[src/rtl/coin_input_encoder.sv]
// Coin sensor front end for the vending FSM: two-flop synchronisers,
// per-channel debounce FSMs, registered Inp arbitration and a saturating
// count of accepted coins.

// One debounce channel. It fires for one cycle when a press has been
// stable for DEBOUNCE_CYCLES+1 synchronised samples.
module coin_input_channel #(
    parameter int DEBOUNCE_CYCLES = 4
) (
    input  logic clk,
    input  logic reset,
    input  logic s,
    output logic fire,
    output logic busy
);
    typedef enum logic [1:0] {IDLE, DEB_PRESS, HELD, DEB_RELEASE} state_t;

    localparam logic [7:0] D = 8'(DEBOUNCE_CYCLES);

    state_t     state;
    logic [7:0] cnt;

    // The press is accepted on the edge where the FSM enters HELD.
    // Firing combinationally lets the arbiter register Inp on that same edge.
    assign fire = (state == DEB_PRESS) && s && (cnt >= D);
    assign busy = (state != IDLE);

    // Debounce state machine: count consecutive stable samples in each direction.
    always_ff @(posedge clk or posedge reset) begin
        if (reset) begin
            state <= IDLE;
            cnt   <= 8'd0;
        end else begin
            case (state)
                IDLE: if (s) begin
                    state <= DEB_PRESS;
                    cnt   <= 8'd1;
                end
                DEB_PRESS: if (!s) begin
                    state <= IDLE;
                    cnt   <= 8'd0;
                end else if (cnt < D) begin
                    cnt <= cnt + 8'd1;
                end else begin
                    state <= HELD;
                    cnt   <= 8'd0;
                end
                HELD: if (!s) begin
                    state <= DEB_RELEASE;
                    cnt   <= 8'd1;
                end
                DEB_RELEASE: if (s) begin
                    state <= HELD;
                    cnt   <= 8'd0;
                end else if (cnt < D) begin
                    cnt <= cnt + 8'd1;
                end else begin
                    state <= IDLE;
                    cnt   <= 8'd0;
                end
                default: begin
                    state <= IDLE;
                    cnt   <= 8'd0;
                end
            endcase
        end
    end
endmodule

module coin_input_encoder #(
    parameter int DEBOUNCE_CYCLES = 4,
    parameter int CNT_W           = 8
) (
    input  logic             clk,
    input  logic             reset,
    input  logic             coin5_raw,
    input  logic             coin10_raw,
    output logic [1:0]       Inp,
    output logic             busy,
    output logic [CNT_W-1:0] coin_count
);
    localparam int NUM_LANES = 2;   // lane 0 = 5-unit, lane 1 = 10-unit

    logic [NUM_LANES-1:0]      raw, s, fire, lane_busy;
    logic [NUM_LANES-1:0][1:0] sync_pipe;
    logic                      pending;
    logic [1:0]                code_next;
    logic                      pend_next;

    assign raw = {coin10_raw, coin5_raw};

    // Two-flop synchroniser per raw line; bit 1 is the settled sample.
    always_ff @(posedge clk or posedge reset) begin
        if (reset) begin
            sync_pipe <= '0;
        end else begin
            for (int i = 0; i < NUM_LANES; i++)
                sync_pipe[i] <= {sync_pipe[i][0], raw[i]};
        end
    end

    for (genvar g = 0; g < NUM_LANES; g++) begin : g_lane
        assign s[g] = sync_pipe[g][1];
        coin_input_channel #(.DEBOUNCE_CYCLES(DEBOUNCE_CYCLES)) u_ch (
            .clk   (clk),
            .reset (reset),
            .s     (s[g]),
            .fire  (fire[g]),
            .busy  (lane_busy[g])
        );
    end

    // Arbitration: 5-unit wins a tie, the 10-unit code is deferred one cycle.
    always_comb begin
        code_next = 2'b00;
        pend_next = 1'b0;
        if (fire[0]) begin
            code_next = 2'b01;
            pend_next = fire[1];
        end else if (fire[1] || pending) begin
            code_next = 2'b10;
        end
    end

    // Register the code, the deferred flag and the saturating coin count.
    always_ff @(posedge clk or posedge reset) begin
        if (reset) begin
            Inp        <= 2'b00;
            pending    <= 1'b0;
            coin_count <= '0;
        end else begin
            Inp     <= code_next;
            pending <= pend_next;
            if (code_next != 2'b00 && coin_count != '1)
                coin_count <= coin_count + 1'b1;
        end
    end

    assign busy = (|lane_busy) | pending;
endmodule

[config.mk]
export PLATFORM = sky130hd
export DESIGN_NAME = coin_input_encoder
export DESIGN_NICKNAME = d
export VERILOG_FILES = /design/src/rtl/coin_input_encoder.sv
export SDC_FILE = /design/constraint.sdc
export NUM_CORES = 1
export LEC_CHECK = 0
export ABC_AREA = 1
export BUFFER_PORTS_ARGS = -buffer_cell sky130_fd_sc_hd__clkbuf_2
export CORE_MARGIN = 2
export CORE_UTILIZATION = 62
export DETAILED_ROUTE_END_ITERATION = 10
export GPL_ROUTABILITY_DRIVEN = 1
export PLACE_DENSITY = 0.94
export SETUP_SLACK_MARGIN = 0.1
export SYNTH_ARGS = -nofsm -noshare
export SYNTH_HDL_FRONTEND = slang
export SYNTH_SLANG_ARGS = --single-unit
[constraint.sdc]
create_clock -name clk -period 1.8 [get_ports clk]
set_input_delay 0.09 -clock clk [delete_from_list [all_inputs] [get_ports clk]]
set_output_delay 0.09 -clock clk [all_outputs]
set_load 0.02 [all_outputs]
# ---- Word-level counts from Yosys, hierarchy flattened
# Index checks and enable logic that the tools add are counted.
dict set report totals {
  reg_bits 35
  latch_bits 0
  ramBits 0
  rom_bits 0
  inputBits 4
  output_inout_bits 11
  word_cells 77
  mem_count 0
}
dict set report op_classes {
  addsub 3
  multipliers 0
  n_div 0
  order_cmp 4
  n_eq_ne 15
  shift 0
  mux 29
  bitwise 1
  n_reduce_logical 16
}
# op count
set ops {}
lappend ops {{$mux W8} 10}
lappend ops {{$pmux W8 S4} 2}
lappend ops {{$mux W2} 14}
lappend ops {{$add A8 B1 Y8 const B} 3}
lappend ops {{$ge A8 B3 Y1 const B} 2}
lappend ops {{$lt A8 B3 Y1 const B} 2}
lappend ops {{$pmux W2 S4} 2}
lappend ops {{$ne A3 B3 Y1 const B} 4}
lappend ops {{$eq A2 B2 Y1 const B} 4}
lappend ops {{$ne A2 B2 Y1 const B} 4}
lappend ops {{$ne A8 B8 Y1 const B} 1}
lappend ops {{$reduce_and A4 Y1} 2}
lappend ops {{$reduce_bool A2 Y1} 3}
lappend ops {{$logic_and A1 B1 Y1} 5}
lappend ops {{$eq A2 B1 Y1 const B} 2}
lappend ops {{$logic_not A2 Y1} 2}
lappend ops {{$reduce_and A2 Y1} 2}
lappend ops {{$reduce_or A2 Y1} 1}
lappend ops {{$logic_or A1 B1 Y1} 1}
lappend ops {{$mux W1} 1}
lappend ops {{$or A1 B1 Y1} 1}

# ---- Logic depth before layout (Yosys ltp)
dict set report depth {
  word_depth 8
  mapped_depth 8
  mapped_depth_nobuf 8
}

# ---- Cells and area by module
# A second synthesis with hierarchy kept.
dict set report unflattened {
  cells_unflattened 205
  hier_area_um2 1722.9
}
# module n_inst cells_each area_each_um2 seq_area_each_um2
set by_module_without_submodules {}
lappend by_module_without_submodules {coin_input_channel 2 64 523.0 250.2}
lappend by_module_without_submodules {coin_input_encoder 1 77 676.9 375.4}

# ---- Worst setup path after synthesis
# No wires, ideal clock.
dict set report synth_path {
  path_type {register to register}
  from {reg coin_count[0]}
  to {reg coin_count[4]}
  setup_ns 0.065
  t_arrival_ns 1.299
  required_ns 1.735
  slack_ns 0.436
  path_stages_with_launch 8
  n_path_buf 0
  period_less_slack_ns 1.364
  path_cell_list {dfrtp_1 > ha_1 > nand2_4 > nor2_4 > nand3_4 > nand2_4 > nand2_1 > nand2_1}
}
dict set report synth_between {
  elab_chain_len 2
  elab_cells_between_ends 3
  cone_classes {1 x add/sub; 1 x eq/ne; 1 x reduce/logical}
}
# element line
set synth_rtl {}
lappend synth_rtl {{start: declaration} 80} ;# output logic [CNT_W-1:0] coin_count
lappend synth_rtl {{start signal: assignment} 135} ;# coin_count <= coin_count + 1'b1;
lappend synth_rtl {{parallel branches: the longest is 2 deep, another holds $add A8 B1 Y8} n/a}
# Several ways; the timed one is not identified.
# A chain may end at the register's enable or synchronous reset.

# ---- Worst setup path after layout
# Ends and elaborated chain as after synthesis.

==> impl.org <==
** Floorplanning
- The core region is about 2500 sq um.
- The floorplan step defined a die boundary enclosing 3010 sq um.
- Once the floorplan was initialized, standard cells occupied 65.2% of the core.
- The die is 54.8 microns tall.
- 15 I/O pins were placed.
- The floorplan has 18 rows.
- Die Width :: around 55 microns

** Cells and area
- The number of antenna diodes in the final layout is 0.
- Layout Area Growth over Synthesis :: 14.5%
- The post-route netlist has 16.5% of its cells at a drive strength greater than 1.
- Most common library cell in the layout ignoring fill and taps :: sky130_fd_sc_hd__nand2_1
- Nets :: approximately 210
- Most frequent cells in the layout :: sky130_fd_sc_hd__nand2_1 (39), sky130_fd_sc_hd__dfrtp_1 (35), sky130_fd_sc_hd__inv_1 (33), sky130_fd_sc_hd__nor2_1 (24), sky130_fd_sc_hd__nand3_1 (16)
- Layout fillers :: between 150 and 200

** STA
- Worst Hold Margin :: between 0.3 and 0.4 ns
- Hold Violations, Final :: 0
- The max-slew violation count came to 0.
- For the pin with the worst max-slew slack, the measured transition is 0.420 ns.
- The worst path uses between 80% and 90% of the clock period.
- Post-Route Skew :: 0.00914 ns
- Total setup violations reported at the end of the flow :: 0
- In this run the tightest slew margin relative to its limit is between 70% and 80%.
- Summed over all failing endpoints, the final setup total negative slack is 0 ns.
- F_max :: 678 MHz
- The smallest clock period supported by the final layout is computed as 1.47 ns.
- RSZ-0062 raised after global routing :: false

** Yosys
- Syn Area/Cell :: 8.90 sq um
- After synthesis the cells add up to 1600 sq um.
- Synth Instances :: 180
- Number of synthesized register bits :: 35
- Share of synthesized area occupied by flip-flops and latches :: 54.7%
- Synthesized net count :: 189
- After synthesis, the netlist uses 22 different library cells.
- The top cell type by area accounts for 54.7% of the synthesized area.
- After synthesis, the cell types taking the most area are sky130_fd_sc_hd__dfrtp_1 (55%), sky130_fd_sc_hd__nand2_1 (9.1%), sky130_fd_sc_hd__inv_1 (7.7%).
- Yosys printed 0 warnings.
- Summed over all instances, the cell type with the most area after synthesis is sky130_fd_sc_hd__dfrtp_1.

** Critical path
- Critical path start-end classification :: reg -> reg
- STA puts the critical path data required time at 2.07 ns.
- In this run the register-to-register setup slack is 0.33 ns.
- Maximum net fanout on the critical path :: 9
- At the worst endpoint, the arrival time is ~1.8 ns.
- The worst setup path is captured at a register.
- Nature of the critical path startpoint :: register

** Pwr
- Switch Pwr :: 0.682 mW
- Of the total power, registers draw 48.1%.
- Overall power consumption after layout is estimated at 2.08 mW.
- Int Power :: 1.39 mW
- Switching Share :: 32.9%
- The analysis attributes to cell leakage a power of 1.03 nW.
- The clock network is responsible for between 20% and 30% of the overall power.
- Worst vdd rail ir drop :: roughly 0.90 mV
- For this design the ratio of total power to cell area is 1130 nW/um^2.
- Combinational share of power :: 23.1%

** Clock network
- Clock tree root buffer cell :: sky130_fd_sc_hd__clkbuf_4
- Clock network latency to the later pin of the worst-skew pair :: ~0.34 ns
- After clock tree synthesis, the clock-pin slew on the worst setup and hold paths is about 0.11 ns.
- In this run the deepest clock path goes through 2 buffers.
- After clock tree synthesis, the repair step resized 0 gates.
- In this run the number of H-tree levels came out at 2.
- Clock Sink Count :: 35
- Clock tree from TritonCTS :: done
- Number of buffers added by the clock tree synthesis step :: 5

** Detailed routing
- Post-DR wirelength/cell :: 12.9 microns
- Pre-antenna DRT Iters :: 5
- Routed vias/inst :: 5.20
- Number of nets with antenna violations after routing :: 0
- The routed design has roughly 3.1 mm of wire.
- For this run, design rule violations remaining after detail routing come to 0.
- For this block, the initial DRC count from the detailed router was 35.
- Vias after detailed routing :: 1228

** Place
- Routability-driven placement finished with a final weighted congestion of 0.809.
- Summed over all nets, the half-perimeter wirelength after detailed placement is 1.97 mm.
- Port Buf Inserts :: 14

** Job
- Max-cap viol count :: 0

** Hold path
- Path class of the lowest-slack min-delay path :: reg -> reg

** Global routing
- Via count of the first global-routing pass :: approximately 1100
- Global routing used between 20 and 30% of the available tracks across all layers.
- Wire length of the first global-routing pass :: 5.07 mm
- After global routing the overflow that remains totals 0.
- Entering global routing, the biggest net connects 36 pins.
- Number of antenna violations at the first check in global routing :: 0

** Status
- Outcome :: completed
## cell type report
class	count	area (sq um)	share of cell area, %
Sequential cell	35	876	47.8
Multi-Input combinational cell	110	594	32.4
Inverter	35	131	7.17
Timing Repair Buffer	18	108	5.87
Clock buffer	6	51.3	2.80
Tap cell	30	37.5	2.05
Clock inverter	2	35.0	1.91
## state kept, by name (all words and copies together) (netlist names), named ones only
signal             count
sync_pipe              2
pending                1
g_lane.u_ch.state      2
g_lane.u_ch.cnt       16
s                      2
Inp                    2
coin_count             8
## kinds of logic (layout without fill, tap and decap cells)
logic type      count (synthesis)  in the layout  synth area share [%]
simple gates                   91             91                  26.9
fa+ha+maj                       5              5                  3.91
compound gates                  8              8                  3.05
xor+xnor                        6              6                  3.28
flops                          35             35                  54.7
buf+inv                        35             61                  8.20
## through the flow
step                instance area, sq um  util [%]  cells  setup slack (ns)
detailed placement                  1720      69.9    225             0.403
global placement                    1720      69.9    225             0.515
finish                              1830      74.7    236             0.325
CTS                                 1830      74.7    236             0.343
floorplan                           1600         -    180             0.436
global route                        1830      74.7    236             0.263
## synth_stat cells (all sizes together)
master  instances
nand2          42
xnor2           3
nand4           2
o21a            1
nor2           26
a21oi           1
a21boi          1
o21ai           5
inv            35
ha              5
xor2            3
dfrtp          35
nand3          19
nor3            2
## layer usage
layer	vias to the layer above	GRT usage [%]	wire, microns
met5	-	0	0
met4	0	10.8	82
met3	11	10.1	159
met2	32	39.9	1570
met1	590	30.2	1240
li1	595	-	-
## final timing paths
path,from,endpoint,cells past startpoint
hold / removal,sync_pipe[0]$_DFF_PP0_,s[0]$_DFF_PP0_,0
max in group asynchronous,reset,coin_count[7]$_DFFE_PP0P_,4
setup reg to reg,coin_count[0]$_DFFE_PP0P_,coin_count[4]$_DFFE_PP0P_,7
setup / recovery,coin_count[0]$_DFFE_PP0P_,coin_count[4]$_DFFE_PP0P_,7
min in group asynchronous,reset,coin_count[1]$_DFFE_PP0P_,4
hold reg to reg,sync_pipe[0]$_DFF_PP0_,s[0]$_DFF_PP0_,0
## worst max-delay path, cell delays in order (launching register included)
cell and delay, ns:
sky130_fd_sc_hd__dfrtp_1 0.45, sky130_fd_sc_hd__ha_1 0.32, sky130_fd_sc_hd__nand2_4 0.09, sky130_fd_sc_hd__nor2_4 0.10, sky130_fd_sc_hd__nand3_4 0.14, sky130_fd_sc_hd__nand2_4 0.16, sky130_fd_sc_hd__nand2_1 0.07, sky130_fd_sc_hd__nand2_1 0.08
## power by group through the flow
| stage | sequential [mW] | combinational, mW | clock, mW |
|---|---|---|---|
| 2_1_floorplan | 1.01 | 0.354 | 0 |
| 3_3_place_gp | 1.00 | 0.457 | 0 |
| 3_5_place_dp | 1.01 | 0.476 | 0 |
| 4_1_cts | 0.999 | 0.486 | 0.605 |
| 5_1_grt | 1.02 | 0.564 | 0.641 |
| 6_report | 0.999 | 0.480 | 0.596 |
## repair_timing
| action | CTS | global route |
|---|---|---|
| setup buffers | 0 | 0 |
| hold buffers | 3 | 0 |
| hold endpoints to repair | 37 | 0 |
No activity file was read; power rests on OpenSTA's default activity.
